### src/rtl/valve_step_sequencer.sv
// Step-table driven valve/pump sequencer.
// The host loads a table of {valve mask, pump enable, dwell, last} entries while
// idle; a start pulse plays the table from entry 0, holding each step for dwell+1
// cycles and rotating a 3-phase peristaltic pattern on p while the step's pump
// bit is set. Outside RUN every line sits in the safe (all-closed) state.
module valve_step_sequencer #(
    parameter int N_VALVE  = 13,
    parameter int STEPS    = 16,
    parameter int DWELL_W  = 16,
    parameter int PUMP_DIV = 8,
    localparam int AW      = (STEPS > 1) ? $clog2(STEPS) : 1
) (
    input  logic               clk,
    input  logic               rst,
    input  logic               prog_we,
    input  logic [AW-1:0]      prog_addr,
    input  logic [N_VALVE-1:0] prog_valve,
    input  logic               prog_pump,
    input  logic [DWELL_W-1:0] prog_dwell,
    input  logic               prog_last,
    input  logic               start,
    input  logic               abort,
    output logic               busy,
    output logic               done,
    output logic [AW-1:0]      step_idx,
    output logic [N_VALVE-1:0] c,
    output logic [2:0]         p
);

    localparam int DIV_W = (PUMP_DIV > 1) ? $clog2(PUMP_DIV) : 1;
    localparam logic [DIV_W-1:0] DIV_MAX  = DIV_W'(PUMP_DIV - 1);
    localparam logic [AW-1:0]    PTR_LAST = AW'(STEPS - 1);

    typedef enum logic [1:0] {
        S_IDLE,
        S_RUN,
        S_DONE
    } state_t;

    state_t               state_q, state_d;
    logic [AW-1:0]        ptr_q, ptr_d;
    logic [DWELL_W-1:0]   dwell_q, dwell_d;
    logic [1:0]           phase_q, phase_d;
    logic [DIV_W-1:0]     div_q, div_d;

    logic [N_VALVE-1:0]   tbl_valve_q [STEPS];
    logic                 tbl_pump_q  [STEPS];
    logic [DWELL_W-1:0]   tbl_dwell_q [STEPS];
    logic                 tbl_last_q  [STEPS];

    logic [AW-1:0]        ptr_nxt;
    logic                 pump_on;

    // Map a pump phase to its line pattern: exactly one pump valve open.
    function automatic logic [2:0] pump_pattern(input logic [1:0] ph);
        case (ph)
            2'd0:    pump_pattern = 3'b110;
            2'd1:    pump_pattern = 3'b101;
            default: pump_pattern = 3'b011;
        endcase
    endfunction

    // Step table: cleared to a safe single-step program on reset, writable only when not running.
    always_ff @(posedge clk) begin
        if (rst) begin
            for (int i = 0; i < STEPS; i++) begin
                tbl_valve_q[i] <= '1;
                tbl_pump_q[i]  <= 1'b0;
                tbl_dwell_q[i] <= '0;
                tbl_last_q[i]  <= 1'b1;
            end
        end else if (prog_we && (state_q != S_RUN)) begin
            tbl_valve_q[prog_addr] <= prog_valve;
            tbl_pump_q[prog_addr]  <= prog_pump;
            tbl_dwell_q[prog_addr] <= prog_dwell;
            tbl_last_q[prog_addr]  <= prog_last;
        end
    end

    // Control state register.
    always_ff @(posedge clk) begin
        if (rst) begin
            state_q <= S_IDLE;
            ptr_q   <= '0;
            dwell_q <= '0;
            phase_q <= 2'd0;
            div_q   <= '0;
        end else begin
            state_q <= state_d;
            ptr_q   <= ptr_d;
            dwell_q <= dwell_d;
            phase_q <= phase_d;
            div_q   <= div_d;
        end
    end

    assign ptr_nxt = ptr_q + AW'(1);
    assign pump_on = (state_q == S_RUN) && tbl_pump_q[ptr_q];

    // Next-state: step sequencing with dwell countdown, plus pump phase rotation.
    always_comb begin
        state_d = state_q;
        ptr_d   = ptr_q;
        dwell_d = dwell_q;
        phase_d = 2'd0;
        div_d   = '0;

        case (state_q)
            S_IDLE: begin
                if (start && !abort) begin
                    state_d = S_RUN;
                    ptr_d   = '0;
                    dwell_d = tbl_dwell_q[0];
                end
            end
            S_RUN: begin
                if (abort) begin
                    state_d = S_IDLE;
                    ptr_d   = '0;
                end else if (dwell_q == '0) begin
                    if (tbl_last_q[ptr_q] || (ptr_q == PTR_LAST)) begin
                        state_d = S_DONE;
                        ptr_d   = '0;
                    end else begin
                        ptr_d   = ptr_nxt;
                        dwell_d = tbl_dwell_q[ptr_nxt];
                    end
                end else begin
                    dwell_d = dwell_q - DWELL_W'(1);
                end
            end
            S_DONE: begin
                state_d = S_IDLE;
            end
            default: begin
                state_d = S_IDLE;
                ptr_d   = '0;
            end
        endcase

        // Rotation only advances while the driven step pumps; it carries across
        // consecutive pumping steps and falls back to phase 0 otherwise.
        if (pump_on) begin
            if (div_q == DIV_MAX) begin
                div_d   = '0;
                phase_d = (phase_q == 2'd2) ? 2'd0 : phase_q + 2'd1;
            end else begin
                div_d   = div_q + DIV_W'(1);
                phase_d = phase_q;
            end
        end
    end

    assign busy     = (state_q == S_RUN);
    assign done     = (state_q == S_DONE);
    assign step_idx = ptr_q;
    assign c        = busy ? tbl_valve_q[ptr_q] : '1;
    assign p        = pump_on ? pump_pattern(phase_q) : 3'b111;

endmodule

### config.mk
export PLATFORM = sky130hd
export DESIGN_NAME = valve_step_sequencer
export DESIGN_NICKNAME = d
export VERILOG_FILES = /design/src/rtl/valve_step_sequencer.sv
export SDC_FILE = /design/constraint.sdc
export NUM_CORES = 1
export LEC_CHECK = 0
export BUFFER_PORTS_ARGS = -buffer_cell sky130_fd_sc_hd__buf_2
export CORE_AREA = 4 4 227 229
export CTS_BUF_LIST = sky130_fd_sc_hd__clkbuf_16
export DETAILED_ROUTE_END_ITERATION = 10
export DIE_AREA = 0 0 231 233
export PLACE_DENSITY_LB_ADDON = 0.08
export SLEW_MARGIN = 30
export SYNTH_ARGS = -nofsm -noshare
export SYNTH_HDL_FRONTEND = slang
export SYNTH_SLANG_ARGS = --single-unit
### constraint.sdc
create_clock -name clk -period 2.5 [get_ports clk]
set_clock_uncertainty 0.1 [all_clocks]
set_input_delay 0.375 -clock clk [delete_from_list [all_inputs] [get_ports clk]]
set_output_delay 0.375 -clock clk [all_outputs]
set_load 0.01 [all_outputs]
==> results_dict.tcl, run 1 <==
set metrics [dict create \
    start_util_pct 49.3 \
    cp.required_ns 2.03 \
    endpoint_kind "primary output" \
    synth_edf_count 480 \
    synth-adder-area-share_pct 0.256 \
    synth_top_family_by_area "simple AND/OR/NAND/NOR gates" \
    maxCapViolations 0 \
    h-tree-depth 2 \
    synth_area_leaders "edfxtp_1 59%, mux4_2 12%, and2_1 7.0%" \
    place_hpwl_um 41900 \
    grt_pass1_wl_um 102000 \
    arrival_ns 2.64 \
    gr-total-overflow 0 \
    drive_above_1_share_pct 26.8 \
    slew_violations 0 \
    clock_path_buffers 3 \
    min_to "tbl_last_q[0]" \
    grt_usage_pct 26.0 \
    clkPwrFrac_pct 40.4 \
    via_per_inst 5.96 \
    area_delta_synth_final_pct 16.8 \
    die_height_um 233 \
    ys_types 63 \
    synth_top_area_share_pct 58.9 \
    yosysWarnings 0 \
    synth_compound_area_share_pct 3.05 \
    synthFlopType "edfxtp_1" \
    die-area_mm2 0.0538 \
    drc_errors 0 \
    place_area_mm2 0.0264 \
    setup_violations 16 \
    synth.avg_cell_area_um2 14.7 \
    r2r-start "state_q[1]" \
    grt_max_degree 58 \
    muxShareOfSynthArea_pct 13.4 \
    gp_congestion 0.829 \
    fin_util_pct 57.6 \
    fp.dieW_um 231 \
    pwr-share-comb_pct 6.9 \
    async_reset_ff_share_pct 0 \
    clk_latency_ns 0.63 \
    finalSetupTns_ns -9.21 \
    ir_worst_vdd_uv 509 \
    grt_pass1_vias 14900 \
    finalNonFillerCells 2484 \
    wl_per_cell_um 28.0 \
    fp-row-count 82 \
    wl_um 69500 \
    p_sw_w 0.00441 \
    dr.pass1.iters 5 \
    worst_slack_ns -0.619 \
    stdcell_area_mm2 0.0286 \
    netlist_area_mm2 0.0245 \
    r2r_end "tbl_valve_q[2][8]" \
    hp-start "prog_last" \
    reg2reg_depth 7 \
    maxSlewHeadroom_pct 50.9 \
    cts_tree "done" \
    nets 1813 \
    cts_sinks 527 \
    post-route-period-util_pct 125 \
    syn_nets 1709 \
    p_leak_nw 9.32 \
    crit_type "reg -> out" \
    switching_share_pct 23.1 \
    fp.coreArea_mm2 0.0497 \
    hold_violations 0 \
    p_int_w 0.0147 \
    syn_inst 1664 \
    dp.cells 2364 \
    ys_ff_latch 527 \
    fmax_mhz 321 \
    antenna_found_initial 4 \
    min_path_cells 3 \
    pin_count 62 \
    numPortBuffers 61 \
    clk_pin_slew_ns 0.06 \
    status "complete, but fails checks" \
    violations "negative setup slack" \
    root_buffer "clkbuf_16" \
    ys_seq_area_share_pct 62.7 \
    rsz0062_at_grt "yes" \
    vias 14800 \
    start_kind "register" \
    path_max_fanout 7 \
    cts_made_buffers 56 \
    postRouteAntennaNets 0 \
    p_per_area_mw_per_mm2 667 \
    tightest_slew_ns 0.737 \
    synthSimpleGateAreaFrac_pct 16.9 \
    drtIter0Drc 1493 \
    p_seq_share_pct 52.7 \
    power_w 0.0191 \
    period_minus_slack_ns 3.12 \
    synth_top_area_cell "edfxtp_1" \
    antennaDiodeCount 0 \
    synth_xor_area_share_pct 0.649 \
    rrSetupSlack_ns 0.10 \
    hp-class "in -> reg" \
]
==> power groups by stage <==
stage	registers (W)	logic, W	clock network, W
floorplan	0.0102	0.000678	0
global placement	0.0102	0.00127	0
detailed placement	0.0102	0.00128	0
CTS	0.0100	0.00129	0.00784
global route	0.0101	0.00141	0.00818
finish	0.0100	0.00132	0.00770
==> through the flow <==
stage / worst slack, ns / hold slack [ns]
after CTS: -0.665 / 0.0143
after global routing: -0.706 / 0.0494
after global placement: -0.129 / 0.315
after detailed placement: -0.140 / 0.342
final: -0.619 / 0.0538
after floorplan: 0.0611 / 0.304
==> cell usage in the layout (no fill, tap or decap), types with 4 or more instances in the layout <==
master	count
edfxtp_1	480
or2_4	4
nor3_4	4
inv_1	24
buf_4	82
a31oi_1	5
a311oi_2	7
buf_12	46
clkinv_2	6
ha_1	4
nand3b_1	6
dfxtp_1	43
mux2i_1	26
a32oi_1	5
buf_2	52
a221oi_1	4
clkinv_1	14
a21oi_1	16
xor2_1	7
nor2b_1	4
mux4_2	132
or3_1	158
nand2_1	61
nor3_1	12
or2_2	12
o21ai_0	26
nand2b_4	9
nand2b_1	57
and2_1	273
clkbuf_16	58
xnor2_1	8
mux2_2	4
a2111oi_0	6
a311oi_1	5
buf_6	14
nor2_2	9
nor2_1	45
nand3_1	13
==> logic make-up (layout without fill, tap and decap cells) <==
logic type / count (synthesis) / count (layout)
simple gates: 695 / 695
xor+xnor: 16 / 16
buf+inv: 163 / 311
mux: 162 / 162
flops: 527 / 527
fa+ha+maj: 5 / 5
compound gates: 96 / 96
==> worst max path at each step <==
stage,to,slack (ns)
5_1_grt,p[1],-0.71
3_5_place_dp,c[6],-0.14
2_1_floorplan,tbl_dwell_q[13][0],0.06
3_3_place_gp,c[6],-0.13
6_report,p[1],-0.62
4_1_cts,c[7],-0.66
==> layout make-up <==
class                      instances  area, um2
clock inverter                    46        277
clock buffer                      56       1400
inverter                           7       26.3
sequential                       527      15400
fill                            3923      21100
multi-input combinational        974       8550
tap                              672        841
timing repair buffer             202       2120
==> synth_stat cells, types with 6 or more instances <==
cell type and n:
buf_6 9, nand2b_1 69, xor2_1 7, or3_1 158, nor2_1 50, clkbuf_1 110, a2111oi_0 6, edfxtp_1 480
buf_1 6, nand3b_1 6, buf_4 11, dfxtp_1 47, or2_2 16, nor3_1 12, o21ai_0 26, mux2i_1 26
nand2_1 62, a21oi_1 16, mux4_2 132, a311oi_2 7, nand3_1 14, xnor2_1 8, buf_2 20, and2_1 274
==> sequential cells by signal (all words and copies together), names as in the netlist, named ones only <==
| name | flops |
|---|---|
| tbl_last_q | 16 |
| tbl_valve_q | 208 |
| tbl_pump_q | 16 |
| step_idx | 4 |
| phase_q | 2 |
| tbl_dwell_q | 256 |
| dwell_q | 16 |
| div_q | 3 |
| state_q | 2 |
==> timing repair <==
| action | CTS | global route |
|---|---|---|
| cloned | 2 | 2 |
| setup endpoints to repair | 52 | 201 |
| gates resized for setup | 19 | 31 |
| hold buffers | 2 | 0 |
| pin swaps | 0 | 3 |
| setup buffers | 6 | 6 |
| endpoints found under the hold margin | 2 | 0 |
==> worst max-delay path, cell delays in order (launching register included) <==
cell	delay [ns]
dfxtp_4	0.37
buf_12	0.17
buf_6	0.12
mux4_2	0.48
mux4_2	0.50
and2_4	0.19
nand3b_1	0.07
buf_2	0.12
==> metal layers <==
metal  wire length [um]  share of wire, %  vias up  track usage, %
met3               4640               6.7      102            4.82
li1                   -                 -     6479               -
met4               1800               2.6        2            6.77
met2              33100                48      504            42.1
met1              30000                43     7723            36.9
met5                 14             0.020        -               0
No activity file was read; power rests on OpenSTA's default activity.
==> run 2, diff against run 1 <==
--- a/config.mk
+++ b/config.mk
@@ -11,6 +11,7 @@
 export DETAILED_ROUTE_END_ITERATION = 10
 export DIE_AREA = 0 0 231 233
 export PLACE_DENSITY_LB_ADDON = 0.08
+export RECOVER_POWER = 25
 export SLEW_MARGIN = 30
 export SYNTH_ARGS = -nofsm -noshare
 export SYNTH_HDL_FRONTEND = slang
==> results_dict.tcl, run 2 (synthesis gave the netlist of run 1 again) <==
set metrics [dict create \
    numPortBuffers 61 \
    final-seq-area_mm2 0.0154 \
    status "complete, but fails checks" \
    grt_max_degree 58 \
    hp-class "in -> reg" \
    grt_pass1_vias 14900 \
    start_util_pct 49.3 \
    endpoint_kind "primary output" \
    cts_made_buffers 56 \
    dp_slack_ns -0.140 \
    largest_reg_flops 256 \
    crit_family "multiplexers" \
    via_per_inst 5.96 \
    maxSlewHeadroom_pct 50.9 \
    p_leak_nw 9.32 \
    crit_top_cell "mux4_2" \
    reg_top3 "tbl_dwell_q (256), tbl_valve_q (208)" \
    wl_um 69500 \
    ir_worst_vdd_uv 509 \
    cts_sinks 527 \
    slew_violations 0 \
    p_per_area_mw_per_mm2 667 \
    hold_violations 0 \
    vias 14800 \
    pin_count 62 \
    worst_slack_ns -0.619 \
    r2r-start "state_q[1]" \
    setup_violations 16 \
    hp-start "prog_last" \
    antennaDiodeCount 0 \
    fp.dieW_um 231 \
    rrSetupSlack_ns 0.10 \
    clk_latency_ns 0.63 \
    h-tree-depth 2 \
    max_stage_delay_ns 0.50 \
    place_hpwl_um 41900 \
    final_common_cell "edfxtp_1" \
    cp.required_ns 2.03 \
    reg2reg_depth 7 \
    r2r_end "tbl_valve_q[2][8]" \
    multi_input_area_mm2 0.00855 \
    gr-total-overflow 0 \
    maxCapViolations 0 \
    fp.coreArea_mm2 0.0497 \
    nets 1813 \
    root_buffer "clkbuf_16" \
    crit_type "reg -> out" \
    final_cell_mix "480 x edfxtp_1, 273 x and2_1, 158 x or3_1" \
    rsz0062_at_grt "yes" \
    place_area_mm2 0.0264 \
    dr.pass1.iters 5 \
    gp_congestion 0.829 \
    min_to "tbl_last_q[0]" \
    clock_path_buffers 3 \
    drive_above_1_share_pct 26.8 \
    fmax_mhz 321 \
    die-area_mm2 0.0538 \
    period_minus_slack_ns 3.12 \
    wl_per_cell_um 28.0 \
    start_kind "register" \
    path_max_fanout 7 \
    post-route-period-util_pct 125 \
    drc_errors 0 \
    arrival_ns 2.64 \
    path_buf_inv 3 \
    stdcell_area_mm2 0.0286 \
    area_delta_synth_final_pct 16.8 \
    nFillCells 3923 \
    tightest_slew_ns 0.737 \
    min_path_cells 3 \
    fp-row-count 82 \
    die_height_um 233 \
    cts_tree "done" \
    postRouteAntennaNets 0 \
    slowest_stage "mux4_2" \
    violations "negative setup slack" \
    grt_usage_pct 26.0 \
    top_register "tbl_dwell_q" \
    antenna_found_initial 4 \
    drtIter0Drc 1493 \
    clk_pin_slew_ns 0.06 \
    grt_pass1_wl_um 102000 \
    crit_chain "buf_12 -> buf_6 -> mux4_2 -> mux4_2 -> and2_4 -> nand3b_1 -> buf_2" \
]
## run 2: cell counts in the layout (fill, tap and decap cells not counted)
No cell type changed its count.
## run 2: worst max-delay path by stage
stage                         endpoint  slack [ns]  depth (start not counted)
floorplan           tbl_dwell_q[13][0]        0.06                          9
global placement                  c[6]       -0.13                          5
detailed placement                c[6]       -0.14                          5
CTS                               c[7]       -0.66                          6
global route                      p[1]       -0.71                          7
finish                            p[1]       -0.62                          7
## run 2: area by class of cell
type | count | area share, %
flip-flops and latches | 527 | 53.8
multi-input cells | 974 | 29.9
repair buffers | 202 | 7.42
clock buffers | 56 | 4.90
well taps | 672 | 2.94
clock inverters | 46 | 0.967
inverters | 7 | 0.0919
## run 2: layer usage
metal,routed length (um),global-route usage (%),part of all wire [%],up-vias
met5,14,0,0.020,-
met3,4640,4.82,6.7,102
met1,30000,36.9,43,7723
li1,-,-,-,6479
met4,1800,6.77,2.6,2
met2,33100,42.1,48,504
## run 2: power breakdown
group	switching, W	leakage (nW)	internal [W]
clock	0.00344	0.895	0.00426
combinational	0.000839	3.53	0.000483
sequential	0.000127	4.90	0.00992
## run 2: timing repair
| item | in CTS | in global routing |
|---|---|---|
| gates cloned | 2 | 2 |
| endpoints found under the setup margin | 52 | 201 |
| endpoints found under the hold margin | 2 | 0 |
| hold buffers | 2 | 0 |
| setup buffers | 6 | 6 |
| pin swaps | 0 | 3 |
| resized for setup | 19 | 31 |
## run 2: stage by stage
| stage | utilization, % | setup TNS, ns | std cells | power [W] | hold WS, ns |
|---|---|---|---|---|---|
| detailed placement | 53.2 | -1.25 | 2364 | 0.0115 | 0.342 |
| floorplan | - | 0 | 1664 | 0.0109 | 0.304 |
| finish | 57.6 | -9.21 | 2484 | 0.0191 | 0.0538 |
| global route | 57.6 | -10.52 | 2484 | 0.0197 | 0.0494 |
| CTS | 57.0 | -10.08 | 2476 | 0.0192 | 0.0143 |
| global placement | 53.2 | -1.12 | 2364 | 0.0115 | 0.315 |
## run 2: worst min-delay path, cell delays in order
cell,delay (ns)
buf_2,0.19
nand2_1,0.08
o21ai_1,0.06
==> run 3, diff against run 2 <==
==> constraint.sdc (replaced) <==
create_clock -name clk -period 2.5 [get_ports clk]
set_clock_uncertainty 0.1 [all_clocks]
set_input_delay 0.375 -clock clk [delete_from_list [all_inputs] [get_ports clk]]
set_output_delay 0.375 -clock clk [all_outputs]
set_load 0.05 [all_outputs]
==> results_dict.tcl, run 3 (synthesis gave the netlist of run 1 again) <==
set metrics [dict create \
    largest_reg_flops 256 \
    p_per_area_mw_per_mm2 671 \
    final_cell_mix "480 x edfxtp_1, 272 x and2_1, 158 x or3_1" \
    die-area_mm2 0.0538 \
    area_delta_synth_final_pct 18.0 \
    path_max_fanout 7 \
    wl_per_cell_um 28.4 \
    fp.dieW_um 231 \
    root_buffer "clkbuf_16" \
    h-tree-depth 2 \
    grt_pass1_wl_um 104000 \
    grt_max_degree 58 \
    rsz0062_at_grt "yes" \
    clock_path_buffers 3 \
    drive_above_1_share_pct 26.8 \
    grt_pass1_vias 15100 \
    dp.cells 2384 \
    antenna_found_initial 5 \
    maxSlewHeadroom_pct 50.4 \
    arrival_ns 2.68 \
    gr-total-overflow 0 \
    numPortBuffers 61 \
    path_buf_inv 4 \
    cts_made_buffers 58 \
    stdcell_area_mm2 0.0289 \
    hp-class "in -> reg" \
    start_util_pct 49.3 \
    crit_chain "buf_12 -> buf_12 -> buf_16 -> mux4_2 -> mux4_2 -> nand2b_4 -> buf_6" \
    wl_um 71100 \
    endpoint_kind "primary output" \
    maxCapViolations 0 \
    fmax_mhz 317 \
    slowest_stage "mux4_2" \
    fp-row-count 82 \
    cp.required_ns 2.03 \
    place_hpwl_um 43500 \
    finalNonFillerCells 2503 \
    vias 15000 \
    dr.pass1.iters 5 \
    start_kind "register" \
    violations "negative setup slack" \
    place_area_mm2 0.0268 \
    cts_sinks 527 \
    gp_congestion 0.824 \
    postRouteAntennaNets 0 \
    crit_type "reg -> out" \
    clk_latency_ns 0.62 \
    dp_slack_ns -0.131 \
    tightest_slew_ns 0.745 \
    drtIter0Drc 1806 \
    p_leak_nw 9.48 \
    reg_top3 "tbl_dwell_q (256), tbl_valve_q (208)" \
    ir_worst_vdd_uv 512 \
    post-route-period-util_pct 126 \
    final_common_cell "edfxtp_1" \
    pin_count 62 \
    slew_violations 0 \
    crit_family "multiplexers" \
    worst_slack_ns -0.652 \
    power_w 0.0194 \
    clk_pin_slew_ns 0.06 \
    grt_usage_pct 26.5 \
    status "complete, but fails checks" \
    top_register "tbl_dwell_q" \
    period_minus_slack_ns 3.15 \
    fp.coreArea_mm2 0.0497 \
    cts_tree "done" \
    via_per_inst 5.98 \
    die_height_um 233 \
    drc_errors 0 \
    max_stage_delay_ns 0.49 \
    setup_violations 202 \
    nets 1827 \
    hold_violations 0 \
]
run 3: what timing repair did:
item,in CTS,in global routing
setup endpoints to repair,77,86
setup buffers,3,2
hold endpoints to repair,1,0
cloned,2,2
pin swaps,1,1
hold buffers,1,0
gates resized for setup,54,12
run 3: stage by stage:
stage	util (%)	hold WS, ns	TNS (ns)
global route	58.2	0.0290	-53.12
floorplan	-	0.304	-0.155
global placement	53.9	0.313	-2.53
CTS	58.0	0.00846	-9.99
detailed placement	53.9	0.332	-4.38
finish	58.2	0.0374	-19.90
run 3: final cells by class:
class,count,area (um2)
antenna,3,7.51
multi-input combinational,974,8520
inverter,7,26.3
clock buffer,59,1480
clock inverter,47,263
timing repair buffer,214,2380
tap,672,841
sequential,527,15400
fill,3938,20800
run 3: final timing paths:
| path | to | from | slack [ns] | depth (start not counted) |
|---|---|---|---|---|
| hold / removal | state_q[0] | start | 0.04 | 3 |
| setup reg to reg | tbl_dwell_q[2][10] | state_q[1] | -0.17 | 9 |
| hold reg to reg | div_q[0] | div_q[0] | 0.33 | 1 |
| setup / recovery | c[1] | register | -0.65 | 7 |
run 3: tightest hold or removal path: cells and delay by family:
family / cells / cell delay (ns)
AND/OR/NAND/NOR: 1 / 0.15
AO/OA/AOI/OAI: 1 / 0.07
buffers and inverters: 1 / 0.10
run 3: layer usage:
layer  GRT usage (%)  vias up  share of wire (%)
li1                -     6497                  -
met3            3.84       71                7.0
met1            38.1     7788                 43
met2            43.4      600                 49
met5               0        -              0.018
met4            6.09        2                1.7
run 3: where the power goes:
group	switching [W]	internal [W]	total [W]
clock	0.00350	0.00444	0.00794
sequential	0.000122	0.00992	0.0100
combinational	0.000880	0.000520	0.00140
